--- src/rtl/nmr_bstrm_pkg.sv ---
// Shared command-word format and capture FSM state type for the bitstream
// generator/capture pair. Both ends import these so the word layout lives in
// exactly one place.
package nmr_bstrm_pkg;

  // Bit positions inside a 128-bit command word
  localparam int PATTERN_BIT = 120;
  localparam int ALL1_BIT    = 121;
  localparam int ALL0_BIT    = 122;
  localparam int SEQEND_BIT  = 123;

  // Capture engine states
  typedef enum logic [1:0] {
    ST_IDLE  = 2'd0,
    ST_RUN   = 2'd1,
    ST_FLUSH = 2'd2,
    ST_DONE  = 2'd3
  } cap_state_t;

endpackage

--- src/rtl/nmr_bstrm_sync.sv ---
// Multi-flop synchronizer for a single asynchronous bit. The output is the
// last flop of the chain, so input-to-output latency is SYNC_STAGES cycles.
module nmr_bstrm_sync #(
  parameter int SYNC_STAGES = 2
) (
  input  logic clk,
  input  logic rst,
  input  logic d,
  output logic q
);

  logic [SYNC_STAGES-1:0] chain;

  // Shift the raw input through the flop chain; reset clears every stage
  always_ff @(posedge clk) begin
    if (rst) begin
      chain <= '0;
    end else begin
      chain <= {chain[SYNC_STAGES-2:0], d};
    end
  end

  assign q = chain[SYNC_STAGES-1];

endmodule

--- src/rtl/nmr_bstrm_rle_capture.sv ---
// Run-length capture engine. Samples a synchronized bitstream and encodes
// each constant-level run as an all-1s / all-0s command word, written to RAM
// one cycle after the cycle that ends the run.
//
// RAM write handshake: there is no back-pressure. A write happens exactly on
// the cycles where SRAM_CS, SRAM_CLKEN and SRAM_WR are all high; on those
// cycles SRAM_ADDR/SRAM_WR_DAT are valid and SRAM_BYTEEN is all ones. On every
// other cycle the strobes, data and byte enables are zero.
module nmr_bstrm_rle_capture
  import nmr_bstrm_pkg::*;
#(
  parameter int DATA_WIDTH        = 120,
  parameter int CNT_WIDTH         = 32,
  parameter int SRAM_ADDR_WIDTH   = 8,
  parameter int SRAM_DAT_WIDTH    = 128,
  parameter int SRAM_BYTEEN_WIDTH = 16,
  parameter int SYNC_STAGES       = 2
) (
  input  logic                         CLK,
  input  logic                         RST,
  input  logic                         START,
  input  logic                         STOP,
  input  logic                         IN,
  output logic                         DONE,
  output logic                         OVERFLOW,
  output logic [SRAM_ADDR_WIDTH:0]     WORD_CNT,
  output logic [SRAM_ADDR_WIDTH-1:0]   SRAM_ADDR,
  output logic                         SRAM_CS,
  output logic                         SRAM_CLKEN,
  output logic                         SRAM_WR,
  output logic [SRAM_DAT_WIDTH-1:0]    SRAM_WR_DAT,
  output logic [SRAM_BYTEEN_WIDTH-1:0] SRAM_BYTEEN,
  output logic [1:0]                   DBG_STATE
);

  localparam logic [CNT_WIDTH-1:0]       LEN_MAX   = '1;
  localparam logic [SRAM_ADDR_WIDTH-1:0] ADDR_LAST = '1;

  cap_state_t                 state;
  logic                       in_s;
  logic                       level;
  logic [CNT_WIDTH-1:0]       len;
  logic [SRAM_ADDR_WIDTH-1:0] ptr;
  logic [SRAM_ADDR_WIDTH:0]   word_cnt;
  logic                       overflow;
  logic                       done_r;
  logic                       wr_en;
  logic [SRAM_DAT_WIDTH-1:0]  wr_dat;

  logic [SRAM_ADDR_WIDTH-1:0] emit_addr;
  logic                       run_ends;
  logic                       full;

  nmr_bstrm_sync #(
    .SYNC_STAGES(SYNC_STAGES)
  ) u_sync (
    .clk(CLK),
    .rst(RST),
    .d  (IN),
    .q  (in_s)
  );

  // Assemble one command word from a run's level and length
  function automatic logic [SRAM_DAT_WIDTH-1:0] make_word(
    input logic                 lvl,
    input logic [CNT_WIDTH-1:0] ln,
    input logic                 seq_end
  );
    logic [SRAM_DAT_WIDTH-1:0] w;
    logic [DATA_WIDTH-1:0]     data;
    w                = '0;
    data             = DATA_WIDTH'(ln);
    w[DATA_WIDTH-1:0] = data;
    w[PATTERN_BIT]   = 1'b0;
    w[ALL1_BIT]      = lvl;
    w[ALL0_BIT]      = ~lvl;
    w[SEQEND_BIT]    = seq_end;
    return w;
  endfunction

  // A write still in flight bumps the pointer at its end, so the next emit
  // lands one address further on. Full means that emit would take the last
  // address of the RAM.
  always_comb begin
    emit_addr = ptr + SRAM_ADDR_WIDTH'(wr_en);
    run_ends  = (in_s != level) || (len == LEN_MAX);
    full      = (emit_addr == ADDR_LAST);
  end

  // Capture FSM, run counter, write pointer and registered RAM write port
  always_ff @(posedge CLK) begin
    if (RST) begin
      state    <= ST_IDLE;
      level    <= 1'b0;
      len      <= '0;
      ptr      <= '0;
      word_cnt <= '0;
      overflow <= 1'b0;
      done_r   <= 1'b0;
      wr_en    <= 1'b0;
      wr_dat   <= '0;
    end else begin
      wr_en  <= 1'b0;
      wr_dat <= '0;

      // Pointer and count advance once the write cycle has completed; the
      // pointer sticks at the last address instead of wrapping.
      if (wr_en) begin
        word_cnt <= word_cnt + 1'b1;
        if (ptr != ADDR_LAST) begin
          ptr <= ptr + 1'b1;
        end
      end

      case (state)
        ST_IDLE, ST_DONE: begin
          if (START) begin
            state    <= ST_RUN;
            ptr      <= '0;
            word_cnt <= '0;
            overflow <= 1'b0;
            done_r   <= 1'b0;
            level    <= in_s;
            len      <= CNT_WIDTH'(1);
          end
        end

        ST_RUN: begin
          if (STOP) begin
            // The sample present on the STOP cycle is not part of the run
            wr_en  <= 1'b1;
            wr_dat <= make_word(level, len, 1'b1);
            state  <= ST_FLUSH;
          end else if (run_ends) begin
            wr_en  <= 1'b1;
            wr_dat <= make_word(level, len, full);
            level  <= in_s;
            len    <= CNT_WIDTH'(1);
            if (full) begin
              overflow <= 1'b1;
              done_r   <= 1'b1;
              state    <= ST_DONE;
            end
          end else begin
            len <= len + 1'b1;
          end
        end

        ST_FLUSH: begin
          // The seq_end word is on the bus during this cycle
          done_r <= 1'b1;
          state  <= ST_DONE;
        end

        default: state <= ST_IDLE;
      endcase
    end
  end

  assign DONE        = done_r;
  assign OVERFLOW    = overflow;
  assign WORD_CNT    = word_cnt;
  assign SRAM_ADDR   = ptr;
  assign SRAM_CS     = wr_en;
  assign SRAM_CLKEN  = wr_en;
  assign SRAM_WR     = wr_en;
  assign SRAM_WR_DAT = wr_dat;
  assign SRAM_BYTEEN = {SRAM_BYTEEN_WIDTH{wr_en}};
  assign DBG_STATE   = state;

endmodule

--- config.mk ---
export PLATFORM = sky130hd
export DESIGN_NAME = nmr_bstrm_rle_capture
export DESIGN_NICKNAME = d
export VERILOG_FILES = /design/src/rtl/nmr_bstrm_pkg.sv /design/src/rtl/nmr_bstrm_sync.sv /design/src/rtl/nmr_bstrm_rle_capture.sv
export SDC_FILE = /design/constraint.sdc
export NUM_CORES = 1
export LEC_CHECK = 0
export CORE_ASPECT_RATIO = 0.75
export CORE_MARGIN = 1.5
export CORE_UTILIZATION = 45
export CTS_CLUSTER_DIAMETER = 50
export CTS_CLUSTER_SIZE = 24
export DETAILED_ROUTE_END_ITERATION = 10
export GPL_TIMING_DRIVEN = 0
export PLACE_DENSITY_LB_ADDON = 0.08
export RECOVER_POWER = 50
export SLEW_MARGIN = 15
export SYNTH_ARGS = -nofsm -noshare
export SYNTH_HDL_FRONTEND = slang
export SYNTH_SLANG_ARGS = --single-unit
export TNS_END_PERCENT = 20
--- constraint.sdc ---
create_clock -name CLK -period 2.5 [get_ports CLK]
set_input_delay 0.375 -clock CLK [delete_from_list [all_inputs] [get_ports CLK]]
set_output_delay 0.375 -clock CLK [all_outputs]
set_load 0.005 [all_outputs]
==> flow_summary.toml <==
[synthesis]
synthesis.area_mm2 = 0.004612
yosysUniqueCellTypes = 53
synth_edf_count = 0
syn-instance-count = 502
ys.flop_type = "dfxtp_1"
synth-seq-cells = 92
async_flop_share_pct = 0
seq_area_frac_synth_pct = 39.93
avgSynthCellArea_um2 = 9.187
yosys_warnings = 0

[sta]
drv_slew = 0
min_period_over_period_pct = 95.69
fmax_mhz = 418.0
hold_viol = 0
clock_skew_ns = 0.007309
slew_headroom_pct = 48.97
finalSetupViolCount = 0
worstMarginPinSlew_ns = 0.7600
rsz0062_at_grt = "true"
period_minus_slack_ns = 2.392

[routing]
dr_wl_met3_um = 610
via_per_inst = 4.412
drt_iter0_markers = 210
wire_per_inst_um = 11.16
wl_met1_um = 4234
dr.pass1.iters = 4
vias = 3622
drcViolationCount = 0
maxUsedRoutingLayer = "met4"
met2WireLength_um = 4210
totalWireLength_um = 9160
antenna_left = 0

[hold_path]
hold-path-endpoint = "u_sync.chain[1]"
hold_start = "u_sync.chain[0]"
hp-class = "reg2reg"
hold_path_depth = 1

[worst_setup_path]
crit_chain = "inv_1 -> ha_2 -> nor2_2 -> nor4_4 -> nand3_2 -> buf_6 -> or3_1 -> a21oi_1"
cp_max_fo = 10
max_stage_delay_ns = 0.65
required_ns = 2.77
r2r_setup_slack_ns = 0.11
r2r_cells = 8
start_kind = "register"
cp_slowest_cell = "nor4_4"
criticalPathCategory = "reg2reg"
regToRegEndpoint = "len[25]"
cp.arrival_ns = 2.66
cp-end-kind = "register"
r2r-start = "DBG_STATE[0]"

[final_layout]
final_common_cell = "buf_4"
syn_to_final_growth_pct = 35.68
fill_cells = 811
ff_latch_area_mm2 = 0.001844
diodes = 0
multi_input_area_mm2 = 0.002172
stdcell_area_mm2 = 0.006257
nNetsFinal = 696
final_cell_mix = "buf_4 (116), conb_1 (93), dfxtp_1 (90)"
drive_gt1_share_pct = 22.50
utilization_pct = 63.76

[floorplan]
io_pins = 173
rows = 31
die_w_um = 119.9
die-area_mm2 = 0.01087
die_h_um = 90.68
start_util_pct = 47.00
core_area_mm2 = 0.009813

[clock_tree]
path_clk_slew_ns = 0.06
postCtsSetupBuffers = 0
clk_path_buf_depth = 2
cts.sinks = 92
cts_buffers = 9
cts_root_buf = "clkbuf_16"
clock_latency_ns = 0.34
cts_hold_buffers = 0
htreeDepth = 3
cts_tree = "yes"

[power_and_ir_drop]
vdd_drop_max_uv = 351.2
p_leak_nw = 2.917
powerDensity_mw_per_mm2 = 645.6

[grt]
grt_max_degree = 22
grt_pass1_wl_um = 15440
antenna_found_initial = 0
grt_pass1_vias = 3394
grt_util_all_layers_pct = 17.47
gr-total-overflow = 0

[place]
place_area_mm2 = 0.005913
gp_congestion = 0.7839
post-dp-hpwl_um = 7134
io_buffers = 79

[job]
cap_violations = 0

[outcome]
status = "completed"
cells by family after synthesis:
family,synth area share [%]
adders and majority gates,1.899
other,0.08131
AOI/OAI and AO/OA,6.512
xor gates and xnor gates,6.837
muxes,0.8682
DFF,39.93
buffers and inverters,20.81
and+or+nand+nor,23.06
flip-flops by register name, summed over array words and instances, names as in the netlist:
signal,count
u_sync.chain,2
SRAM_ADDR,8
OVERFLOW,1
SRAM_CLKEN,1
DONE,1
SRAM_WR_DAT,35
WORD_CNT,9
len,32
DBG_STATE,2
level,1
metal layers:
layer	vias to the layer above	GRT usage (%)
met5	-	0
met4	0	5.159
met3	11	4.482
met2	124	29.17
met1	1642	22.25
li1	1845	-
power by group:
group,switching (mW),internal [mW]
combinational,0.516,0.484
sequential,0.0561,1.52
clock,0.573,0.888
total,1.15,2.89
how the worst max path moves through the flow:
stage	from	end	depth (start not counted)
after floorplan	DBG_STATE[0]	len[25]	8
after global placement	START	len[28]	7
after detailed placement	START	len[16]	7
after CTS	DBG_STATE[0]	len[25]	8
after global routing	DBG_STATE[0]	len[25]	8
final	DBG_STATE[0]	len[25]	8
Yosys cell counts, drive strengths merged (3+ instances only):
master / number / area share [%]
xnor2: 6 / 1.1
dfxtp: 92 / 40
clkbuf: 5 / 0.41
xor2: 30 / 5.7
and3: 6 / 0.81
nand2: 24 / 2.0
a21oi: 13 / 1.4
o21ai: 11 / 1.2
nor4: 3 / 1.0
nor2: 48 / 4.0
and4: 4 / 0.76
ha: 7 / 1.9
and2: 38 / 5.2
inv: 10 / 0.81
or3: 8 / 1.1
nand3: 15 / 1.7
nor3: 5 / 0.65
nand4: 22 / 3.6
nor2b: 6 / 0.98
mux2i: 4 / 0.87
buf: 120 / 20
nand4b: 3 / 0.57
worst max-delay path: cells and delay by family (launching register included):
kind,cells,cell delay (ns)
compound gates,1,0.14
fa+ha+maj,1,0.37
buf+inv,2,0.22
flops,1,0.35
simple gates,4,1.24
metrics by stage:
stage               total power [mW]  setup slack [ns]  hold WS [ns]  TNS [ns]  instances
floorplan                      2.294            0.3337        0.4138         0        594
global placement               2.575          -0.03883        0.4321   -0.4184        805
detailed placement             2.594          -0.08157        0.4278   -0.7574        805
CTS                            4.068          0.003836        0.4459         0        821
global route                   4.239          -0.02134        0.4562  -0.02134        821
finish                         4.040            0.1078        0.4406         0        821
what timing repair did:
item | CTS | global route
pin swaps | 0 | 1
resized for setup | 2 | 3
endpoints found under the hold margin | 0 | 0
endpoints found under the setup margin | 12 | 7
cell type report:
| type | instances | share of cell area [%] |
|---|---|---|
| Buffer | 125 | 14.74 |
| Clock buffer | 10 | 3.659 |
| Clock inverter | 6 | 1.540 |
| Inverter | 10 | 0.5999 |
| Multi-Input combinational cell | 367 | 34.71 |
| Sequential cell | 92 | 29.47 |
| Tap cell | 132 | 2.639 |
| Timing Repair Buffer | 79 | 12.64 |
Power figures use the tool's default switching activity.
